**src/rtl/mix_fu_pkg.sv**
```systemverilog
// Shared types for the operand-mixing functional unit: XLEN, trans_id width,
// functional-unit/op enumerators, operand bundle and exception record.
package mix_fu_pkg;

  localparam int XLEN          = 32;
  localparam int TRANS_ID_BITS = 3;

  // Exception cause code for an illegal instruction.
  localparam logic [XLEN-1:0] ILLEGAL_INSTR = XLEN'(2);

  typedef enum logic [3:0] {
    NONE = 4'd0,
    ALU  = 4'd1,
    MIX  = 4'd2
  } fu_t;

  typedef enum logic [3:0] {
    ADD        = 4'd0,
    SUB        = 4'd1,
    MIX_HALF   = 4'd8,
    MIX_PACK   = 4'd9,
    MIX_SWAP   = 4'd10,
    MIX_FUNNEL = 4'd11
  } fu_op;

  typedef struct packed {
    logic [XLEN-1:0] cause;
    logic [XLEN-1:0] tval;
    logic            valid;
  } exception_t;

  typedef struct packed {
    fu_t                      fu;
    fu_op                     operation;
    logic [XLEN-1:0]          operand_a;
    logic [XLEN-1:0]          operand_b;
    logic [XLEN-1:0]          imm;
    logic [TRANS_ID_BITS-1:0] trans_id;
  } fu_data_t;

endpackage

```
**src/rtl/mix_fu_datapath.sv**
```systemverilog
// Combinational op decode and compute for mix_fu. Produces the XLEN result
// and an illegal flag for any op this build does not implement.
// MIX_FU_FUNNEL_EN: when defined, MIX_FUNNEL is decoded and the variable
// funnel shifter is built; otherwise MIX_FUNNEL decodes as illegal.
module mix_fu_datapath
  import mix_fu_pkg::*;
#(
  parameter int SHAMT = 16
) (
  input  fu_op            operation,
  input  logic [XLEN-1:0] operand_a,
  input  logic [XLEN-1:0] operand_b,
  input  logic [XLEN-1:0] imm,
  output logic [XLEN-1:0] result,
  output logic            illegal
);

  localparam int SW = $clog2(XLEN);

`ifdef MIX_FU_FUNNEL_EN
  logic [SW-1:0]   s;
  logic [SW:0]     rs;
  logic [XLEN-1:0] funnel;
  logic            unused_imm;

  assign s          = imm[SW-1:0];
  assign rs         = (SW+1)'(XLEN) - {1'b0, s};
  // s==0 is routed to operand_a so the b shift never reaches XLEN.
  assign funnel     = (s == '0) ? operand_a : ((operand_a >> s) | (operand_b << rs));
  assign unused_imm = ^imm[XLEN-1:SW];
`else
  logic unused_imm;
  assign unused_imm = ^imm;
`endif

  // Decode the op and select the matching re-arrangement.
  always_comb begin
    result  = '0;
    illegal = 1'b0;
    case (operation)
      MIX_HALF: result = (operand_a >> SHAMT) | (operand_b << (XLEN - SHAMT));
      MIX_PACK: result = {operand_b[XLEN/2-1:0], operand_a[XLEN/2-1:0]};
      MIX_SWAP: begin
        for (int i = 0; i < XLEN/8; i++) begin
          result[8*i +: 8] = operand_a[XLEN-8-8*i +: 8];
        end
      end
`ifdef MIX_FU_FUNNEL_EN
      MIX_FUNNEL: result = funnel;
`endif
      default: illegal = 1'b1;
    endcase
  end

endmodule

```
**src/rtl/mix_fu.sv**
```systemverilog
// Pipelined operand-mixing functional unit. Compute happens in stage 0,
// stages 1..LATENCY carry {valid, trans_id, result, exception}; outputs come
// from stage LATENCY. Flush clears every stage and masks the output valid.
// Optional funnel shift op is enabled by defining MIX_FU_FUNNEL_EN.
module mix_fu
  import mix_fu_pkg::*;
#(
  parameter int LATENCY = 1,
  parameter int SHAMT   = 16
) (
  input  logic                     clk_i,
  input  logic                     rst_ni,
  input  logic                     flush_i,
  input  logic                     mix_valid_i,
  input  fu_data_t                 fu_data_i,
  output logic                     mix_ready_o,
  output logic                     mix_valid_o,
  output logic [XLEN-1:0]          mix_result_o,
  output logic [TRANS_ID_BITS-1:0] mix_trans_id_o,
  output exception_t               mix_exception_o
);

  typedef struct packed {
    logic                     valid;
    logic [TRANS_ID_BITS-1:0] trans_id;
    logic [XLEN-1:0]          result;
    exception_t               exception;
  } mix_stage_t;

  if (LATENCY < 1 || LATENCY > 3) begin : g_bad_latency
    $error("mix_fu: LATENCY must be 1..3");
  end
  if (SHAMT < 1 || SHAMT > XLEN-1) begin : g_bad_shamt
    $error("mix_fu: SHAMT must be 1..XLEN-1");
  end

  logic [XLEN-1:0] dp_result;
  logic            dp_illegal;
  logic            unused_fu;
  mix_stage_t      stg_p0;
  mix_stage_t      stg_in [1:LATENCY];
  mix_stage_t      stg_q  [1:LATENCY];

  assign unused_fu = ^fu_data_i.fu;

  mix_fu_datapath #(.SHAMT(SHAMT)) u_datapath (
    .operation (fu_data_i.operation),
    .operand_a (fu_data_i.operand_a),
    .operand_b (fu_data_i.operand_b),
    .imm       (fu_data_i.imm),
    .result    (dp_result),
    .illegal   (dp_illegal)
  );

  // ---- stage 0: accept, compute, form the exception record ----
  always_comb begin
    stg_p0           = '0;
    stg_p0.valid     = mix_valid_i & ~flush_i;
    stg_p0.trans_id  = fu_data_i.trans_id;
    stg_p0.result    = dp_illegal ? '0 : dp_result;
    if (dp_illegal) begin
      stg_p0.exception.valid = 1'b1;
      stg_p0.exception.cause = ILLEGAL_INSTR;
    end
  end

  // Feed of each registered stage: stage 0 for the first, predecessor otherwise.
  always_comb begin
    stg_in[1] = stg_p0;
    for (int i = 2; i <= LATENCY; i++) begin
      stg_in[i] = stg_q[i-1];
    end
  end

  // ---- stages 1..LATENCY: valid cleared by flush, payload loads only for live slots ----
  always_ff @(posedge clk_i or negedge rst_ni) begin
    if (!rst_ni) begin
      for (int i = 1; i <= LATENCY; i++) begin
        stg_q[i] <= '0;
      end
    end else begin
      for (int i = 1; i <= LATENCY; i++) begin
        stg_q[i].valid <= stg_in[i].valid & ~flush_i;
        if (stg_in[i].valid & ~flush_i) begin
          stg_q[i].trans_id  <= stg_in[i].trans_id;
          stg_q[i].result    <= stg_in[i].result;
          stg_q[i].exception <= stg_in[i].exception;
        end
      end
    end
  end

  assign mix_ready_o     = rst_ni;
  assign mix_valid_o     = stg_q[LATENCY].valid & ~flush_i;
  assign mix_result_o    = stg_q[LATENCY].result;
  assign mix_trans_id_o  = stg_q[LATENCY].trans_id;
  assign mix_exception_o = stg_q[LATENCY].exception;

endmodule
```
**config.mk**
```make
export PLATFORM = sky130hd
export DESIGN_NAME = mix_fu
export DESIGN_NICKNAME = d
export VERILOG_FILES = /design/src/rtl/mix_fu_pkg.sv /design/src/rtl/mix_fu_datapath.sv /design/src/rtl/mix_fu.sv
export SDC_FILE = /design/constraint.sdc
export NUM_CORES = 1
export LEC_CHECK = 0
export CORE_AREA = 4 4 95 97
export CTS_BUF_LIST = sky130_fd_sc_hd__clkbuf_8 sky130_fd_sc_hd__clkbuf_16
export CTS_CLUSTER_DIAMETER = 40
export DETAILED_ROUTE_END_ITERATION = 6
export DIE_AREA = 0 0 99 101
export HOLD_SLACK_MARGIN = 0.05
export PLACE_DENSITY = 0.93
export SETUP_SLACK_MARGIN = 0.3
export SLEW_MARGIN = 30
export SYNTH_ARGS = -nofsm -noshare
export SYNTH_HDL_FRONTEND = slang
export SYNTH_HIERARCHICAL = 1
export SYNTH_SLANG_ARGS = --single-unit
```
**constraint.sdc**
```tcl
create_clock -name clk_i -period 1.5 [get_ports clk_i]
set_clock_uncertainty 0.2 [all_clocks]
set_input_delay 0.3 -clock clk_i [delete_from_list [all_inputs] [get_ports clk_i]]
set_output_delay 0.3 -clock clk_i [all_outputs]
set_load 0.005 [all_outputs]
```
==> summary.md, run 1 <==
| Metric | Value |
|---|---|
| Synth cell types | `19` |
| Switching pwr | `about 700 uW` |
| Critical path class | `primary input to flop` |
| #FFs+latches synth | `37` |
| Startpoint types | `primary input` |
| Post-Synthesis Cells | `277` |
| First-pass GRT wire length | `13200 um` |
| Critical path required time | `1480 ps` |
| Power Internal | `1.81 mW` |
| CTS root buffer | `clkbuf_8` |
| Post-synth EDFFs | `0` |
| Mapped cell area | `3100 sq um` |
| CP top delay family | `buffers and inverters` |
| Fin util | `0.558` |
| Via count | `2326` |
| Top FF cell, synth | `dfrtp_1` |
| Clk buf depth | `2` |
| Final setup margin | `-117 ps` |
| Clk pwr share | `0.268` |
| Worst Path Buf+Inv | `4` |
| I/O Pins | `around 210` |
| DRT Pass-1 Iters | `4` |
| N_diodes | `0` |
| Setup TNS Final | `-1210 ps` |
| R2r startpoint | `mix_result_o[27]` |
| Power per Cell Area | `559 nW/um^2` |
| Port bufs | `97` |
| Worst-path clk slew | `70 ps` |
| Final ANT Viol Nets | `0` |
| Detailed Place HPWL | `5900 um` |
| Post-synth top area cell | `dfrtp_1` |
| Aggregate routed wire length | `9930 um` |
| Switch share | `0.284` |
| Die area | `10000 sq um` |
| Total track usage | `0.174` |
| Final setup viols | `30` |
| Main area contributors after synthesis | `dfrtp_1 (30%), buf_4 (25%), mux2_4 (14%)` |
| Worst path cell trace | `buf_6 > nor4bb_4 > buf_4 > clkbuf_16 > buf_6 > a22o_1 > and2b_1 > mux2_4` |
| Worst skew pair latency | `around 290 ps` |
| Placed inst area | `3700 sq um` |
| Grt total ovfl | `0` |
| FF-to-FF End | `mix_result_o[27]` |
| Period minus WS final | `1620 ps` |
| Logic gate share of total power | `0.319` |
| Pin count of the biggest net entering global routing | `38` |
| Syn Area/Cell | `between 10 and 15 sq um` |
| Initial core utilization | `0.381` |
| Fin area | `about 4500 sq um` |
| Count leader, synth | `buf_4` |
| Leakage power | `2.27 nW` |
| Worst hold start | `mix_result_o[26]` |
| Most used cell, CP | `buf_6` |
| Post-synth top cells | `buf_4 (102), dfrtp_1 (37), mux2_4 (29), nor2b_1 (25)` |
| Synth async-reset ratio | `1.00` |
| DRC errors left | `0` |
| Vias/cell | `4.65` |
| Fin crit share | `1.08` |
| Area Growth Syn to Fin | `46.4%` |
| RSZ-0062 raised after global routing | `true` |
| Sequential Power Share | `0.413` |
| Share of post-route cells with drive strength above 1 | `0.491` |
| Worst path max stage delay | `around 260 ps` |
| Core box area | `8130 sq um` |
| Seq/Total Area, Yosys | `0.299` |
| Reg2Reg Setup Slack | `240 ps` |
| Worst-path maximum fanout | `4` |
| CTS sink cnt | `37` |
| Worst R2R Path Depth | `3` |
| Max Clock Freq | `618 MHz` |
| Initial antenna violation count | `0` |
| Hold Fails Final Rpt | `0` |
| Status | `finished, violations left` |
| Failing checks | `negative setup slack` |
| DR iter-0 viols | `130` |
| Die Span Y | `101 um` |
| Max cap viols | `0` |
| CTS HTree Levels | `2` |
| Worst Path Arrival | `1600 ps` |
| Layout Nets | `505` |
| Design Power | `2.53 mW` |
| Hold depth | `1` |
| GPL Wtd Cong | `0.863` |
| Hold endpoint | `mix_result_o[26]` |
| Yosys top cell area share | `0.299` |
| Crit path capture type | `flop` |
| Vias in the first global route | `~2400` |
| Yosys warning count | `6` |
| TritonCTS clock tree | `yes` |
| WL/cell | `19.9 um` |
| Cts bufs inserted | `5` |
| Slowest CP cell | `mux2_4` |
| HP Class | `flop to flop` |
| Site row count | `33` |
| Horiz. Die Dim | `99 um` |
| Count of final max-slew check failures | `0` |
| Maximum VDD drop | `0.271 mV` |
-- final cells by class --
type	instances	area, sq um
clock buffers	5	68.8
fillers	649	3600
clock inverters	3	13.8
repair buffers	165	1640
well taps	105	131
flip-flops and latches	37	926
multi-input cells	185	1760
-- repair_timing --
action / CTS / global route
endpoints found under the hold margin: 37 / 0
hold buffers: 1 / 0
setup buffers: 31 / 14
endpoints found under the setup margin: 75 / 110
pin swaps: 8 / 11
resized for setup: 221 / 51
cloned: 7 / 1
-- flip-flops by register name, indices dropped and copies added (netlist names) --
register,cells
mix_trans_id_o,3
mix_exception_o,1
stg_q,1
mix_result_o,32
-- power groups by stage --
stage	clock (mW)	sequential (mW)	combinational, mW
2_1_floorplan	0	1.06	0.441
5_1_grt	0.727	1.05	0.850
6_report	0.679	1.05	0.808
4_1_cts	0.692	1.05	0.703
3_5_place_dp	0	1.07	0.581
3_3_place_gp	0	1.07	0.568
-- per-layer routing --
layer  part of all wire  vias to the layer above  routed length [um]  GRT usage
li1                   -                     1012                   -          -
met3              0.087                       20                 862     0.0415
met5                  0                        -                   0          0
met1               0.37                     1142                3690      0.198
met2               0.52                      152                5150      0.323
met4              0.023                        0                 225     0.0452
-- stage by stage --
step,setup WS [ps],hold slack [ps],std cells
floorplan,-192,-196,339
global placement,-661,183,438
detailed placement,-722,206,438
CTS,-84.7,305,485
global route,-135,333,500
finish,-117,314,500
-- worst max path at each step --
stage / start / to / slack [ps] / cells past startpoint
2_1_floorplan: fu_data_i[99] / mix_exception_o[34] / -190 / 7
3_3_place_gp: fu_data_i[101] / mix_result_o[26] / -660 / 7
3_5_place_dp: fu_data_i[99] / mix_result_o[9] / -720 / 6
4_1_cts: fu_data_i[102] / mix_result_o[27] / -80 / 7
5_1_grt: fu_data_i[102] / mix_result_o[27] / -130 / 8
6_report: fu_data_i[102] / mix_result_o[27] / -120 / 8
-- kinds of logic after synthesis --
group | after synthesis | share of synthesized area
other | 1 | 0.00121
AOI/OAI and AO/OA | 32 | 0.0905
buffers and inverters | 117 | 0.301
and+or+nand+nor | 38 | 0.0909
DFF | 37 | 0.299
muxes | 52 | 0.218
-- worst register-to-register path, stage by stage (launching register included) --
cell     delay [ps]
dfrtp_1         420
buf_4           150
buf_4           120
mux2_4          270
-- cells in the final DEF, fill, tap and decap left out, drive strengths merged --
cell type / instances
buf: 109
conb: 63
clkdlybuf4s50: 48
dfrtp: 37
mux2: 36
nor2b: 26
a22o: 16
mux2i: 16
o2bb2ai: 16
and2b: 8
clkbuf: 7
dlygate4sd2: 3
clkinv: 2
inv: 1
bufbuf: 1
dlygate4sd3: 1
dlymetal6s2s: 1
nor4bb: 1
nor3b: 1
or3b: 1
nor2: 1
(Power assumes the default switching activity.)
==> run 2: changes to the inputs <==
--- a/config.mk
+++ b/config.mk
@@ -10,6 +10,7 @@
 export CTS_CLUSTER_DIAMETER = 40
 export DETAILED_ROUTE_END_ITERATION = 6
 export DIE_AREA = 0 0 99 101
+export GPL_TIMING_DRIVEN = 0
 export HOLD_SLACK_MARGIN = 0.05
 export PLACE_DENSITY = 0.93
 export SETUP_SLACK_MARGIN = 0.3
==> run 2 against run 1 <==
- the run still ends with negative setup slack left
- combinational power grew 25%
- global-route usage grew 2.8 points
- die area is the same
- first-iteration DRC count grew 19%
- worst hold slack lost 310 ps
- critical path depth shrank 1
- cell count grew 22%
- sequential power is essentially flat
- fmax grew 0.21%
- total power grew 13%
==> summary.md, run 2 (synthesis gave the netlist of run 1 again) <==
| Metric | Value |
|---|---|
| Status | `finished, violations left` |
| Failing checks | `negative setup slack` |
| FF-to-FF End | `mix_result_o[19]` |
| RSZ-0062 raised after global routing | `true` |
| Area Growth Syn to Fin | `78.2%` |
| Met3 Resource Use GR | `0.0567 (+0.0152)` |
| Slowest CP cell | `or3b_4` |
| Busiest layer in global routing | `met2` |
| DRT Pass-1 Iters | `5 (+1)` |
| Core box area | `8130 sq um (unchanged)` |
| Worst skew pair latency | `290 ps (about the same)` |
| Commonest non-fill, non-tap cell in the layout | `buf_4` |
| Final ANT Viol Nets | `0 (unchanged)` |
| Layout Nets | `614 (+22%)` |
| Vias/cell | `4.62 (-0.67%)` |
| Share of post-route cells with drive strength above 1 | `0.575 (+0.0843)` |
| Crit. Startpoint | `fu_data_i[101]` |
| Max FFs per register | `32 (unchanged)` |
| Power per Cell Area | `519 nW/um^2 (-7.0%)` |
| Worst path max stage delay | `390 ps (+130 ps)` |
| Hold buffers post-CTS | `1 (unchanged)` |
| Placed insts | `541 (+24%)` |
| Vias in the first global route | `2872 (+21%)` |
| Port bufs | `96 (-1.0%)` |
| Slew @ Worst Pin | `720 ps` |
| Clk buf depth | `2 (unchanged)` |
| Cts bufs inserted | `5 (unchanged)` |
| Critical path class | `primary input to flop` |
| Detailed Place HPWL | `6840 um (+16%)` |
| Commonest cells after routing, fill and taps aside | `buf_4 (118), buf_6 (87), conb_1 (63)` |
| DR iter-0 viols | `155 (+19%)` |
| Initial antenna violation count | `0 (unchanged)` |
| Worst path cell trace | `buf_8 > or3b_4 > buf_6 > buf_12 > o2bb2ai_1 > nor2b_2 > mux2_4` |
| Horiz. Die Dim | `99 um (unchanged)` |
| Die Span Y | `101 um (unchanged)` |
| R2r startpoint | `mix_result_o[19]` |
| Fillers | `555 (-14%)` |
| Reg2Reg Setup Slack | `260 ps (+20 ps)` |
| Max cap viols | `0 (unchanged)` |
| Maximum VDD drop | `0.328 mV (+21%)` |
| Fin area | `5520 sq um (+22%)` |
| Pin count of the biggest net entering global routing | `26 (-32%)` |
| Worst-path clk slew | `80 ps (about the same)` |
| Sequential standard cell area | `926 sq um (unchanged)` |
| Final setup viols | `31 (+3.3%)` |
| Worst-path maximum fanout | `10 (+6)` |
| WL/cell | `19.1 um (-3.6%)` |
| Hold slack | `3.07 ps (-311 ps)` |
| CTS root buffer | `clkbuf_8` |
| N_diodes | `0 (unchanged)` |
| Leakage power | `2.86 nW (+26%)` |
| TritonCTS clock tree | `yes` |
| Crit path capture type | `flop` |
| Site row count | `33 (unchanged)` |
| Worst Path Arrival | `1650 ps (+50 ps)` |
| Multi-input logic area | `1650 sq um (-5.8%)` |
| Via count | `2814 (+21%)` |
| Aggregate routed wire length | `11700 um (+17%)` |
| Critical path required time | `1530 ps (+50 ps)` |
| Relative slew slack | `0.520` |
| Worst Path Buf+Inv | `3 (-1)` |
| Design Power | `2.87 mW (+13%)` |
| Total track usage | `0.202 (+0.0284)` |
| Grt total ovfl | `0 (unchanged)` |
| Final setup margin | `-114 ps (+3.36 ps)` |
| GPL Wtd Cong | `0.812 (-5.9%)` |
| I/O Pins | `213 (unchanged)` |
| CTS sink cnt | `37 (unchanged)` |
| Layout Cells excl Fill | `609 (+22%)` |
| HP Class | `primary input to asynchronous set/reset pin` |
| Fin util | `0.679 (+0.121)` |
| Hold Fails Final Rpt | `0 (unchanged)` |
| Fin crit share | `1.08 (-0.00224)` |
| Placed inst area | `4470 sq um (+21%)` |
| Count of final max-slew check failures | `0 (unchanged)` |
| CTS HTree Levels | `2 (unchanged)` |
| Max Clock Freq | `620 MHz (+0.21%)` |
| Period minus WS final | `1610 ps (-3.36 ps)` |
| Global routing usage on met1 | `0.225 (+0.0272)` |
| Met2 GRT Util | `0.355 (+0.0315)` |
| Startpoint types | `primary input` |
| Worst R2R Path Depth | `3 (unchanged)` |
| Pre-CTS setup slack | `-1140 ps (-418 ps)` |
| CP top delay family | `simple AND/OR/NAND/NOR gates` |
| Die area | `10000 sq um (unchanged)` |
| Setup TNS Final | `-1280 ps (-66.6 ps)` |
| Initial core utilization | `0.381 (unchanged)` |
| DRC errors left | `0 (unchanged)` |
| First-pass GRT wire length | `15500 um (+17%)` |
## run 2: repair_timing
action | CTS | global route
setup endpoints to repair | 76 | 110
buffers inserted | 33 | 23
resized for setup | 287 | 23
endpoints found under the hold margin | 37 | 12
cloned | 3 | 0
pin swaps | 3 | 2
## run 2: area by class of cell
type / count / share of cell area
plain buffers: 117 / 0.204
clock buffers: 7 / 0.0174
clock inverters: 1 / 0.000906
multi-input cells: 185 / 0.300
flip-flops and latches: 37 / 0.168
well taps: 105 / 0.0238
repair buffers: 157 / 0.286
## run 2: worst max-delay path by stage
stage          cells after the start  slack (ps)                  end
4_1_cts                            8         -70     mix_result_o[23]
5_1_grt                            7        -120     mix_result_o[14]
2_1_floorplan                      7        -190  mix_exception_o[34]
3_3_place_gp                       3       -1750          mix_ready_o
6_report                           7        -110     mix_result_o[14]
3_5_place_dp                       7       -1140      mix_result_o[4]
## run 2: worst reg2reg max path: cells and delay by family (launching register included)
kind / cells / cell delay [ps]
buffers and inverters: 2 / 260
flip-flops: 1 / 410
multiplexers: 1 / 260
## run 2: power breakdown
group	switching, mW	internal, mW
Combinational	0.369	0.643
Clock	0.382	0.416
Sequential	0.0281	1.03
## run 2: layer usage
layer / share of wire / vias up
met5: 0 / -
met4: 0.042 / 0
met3: 0.091 / 37
met2: 0.51 / 212
met1: 0.36 / 1335
li1: - / 1230
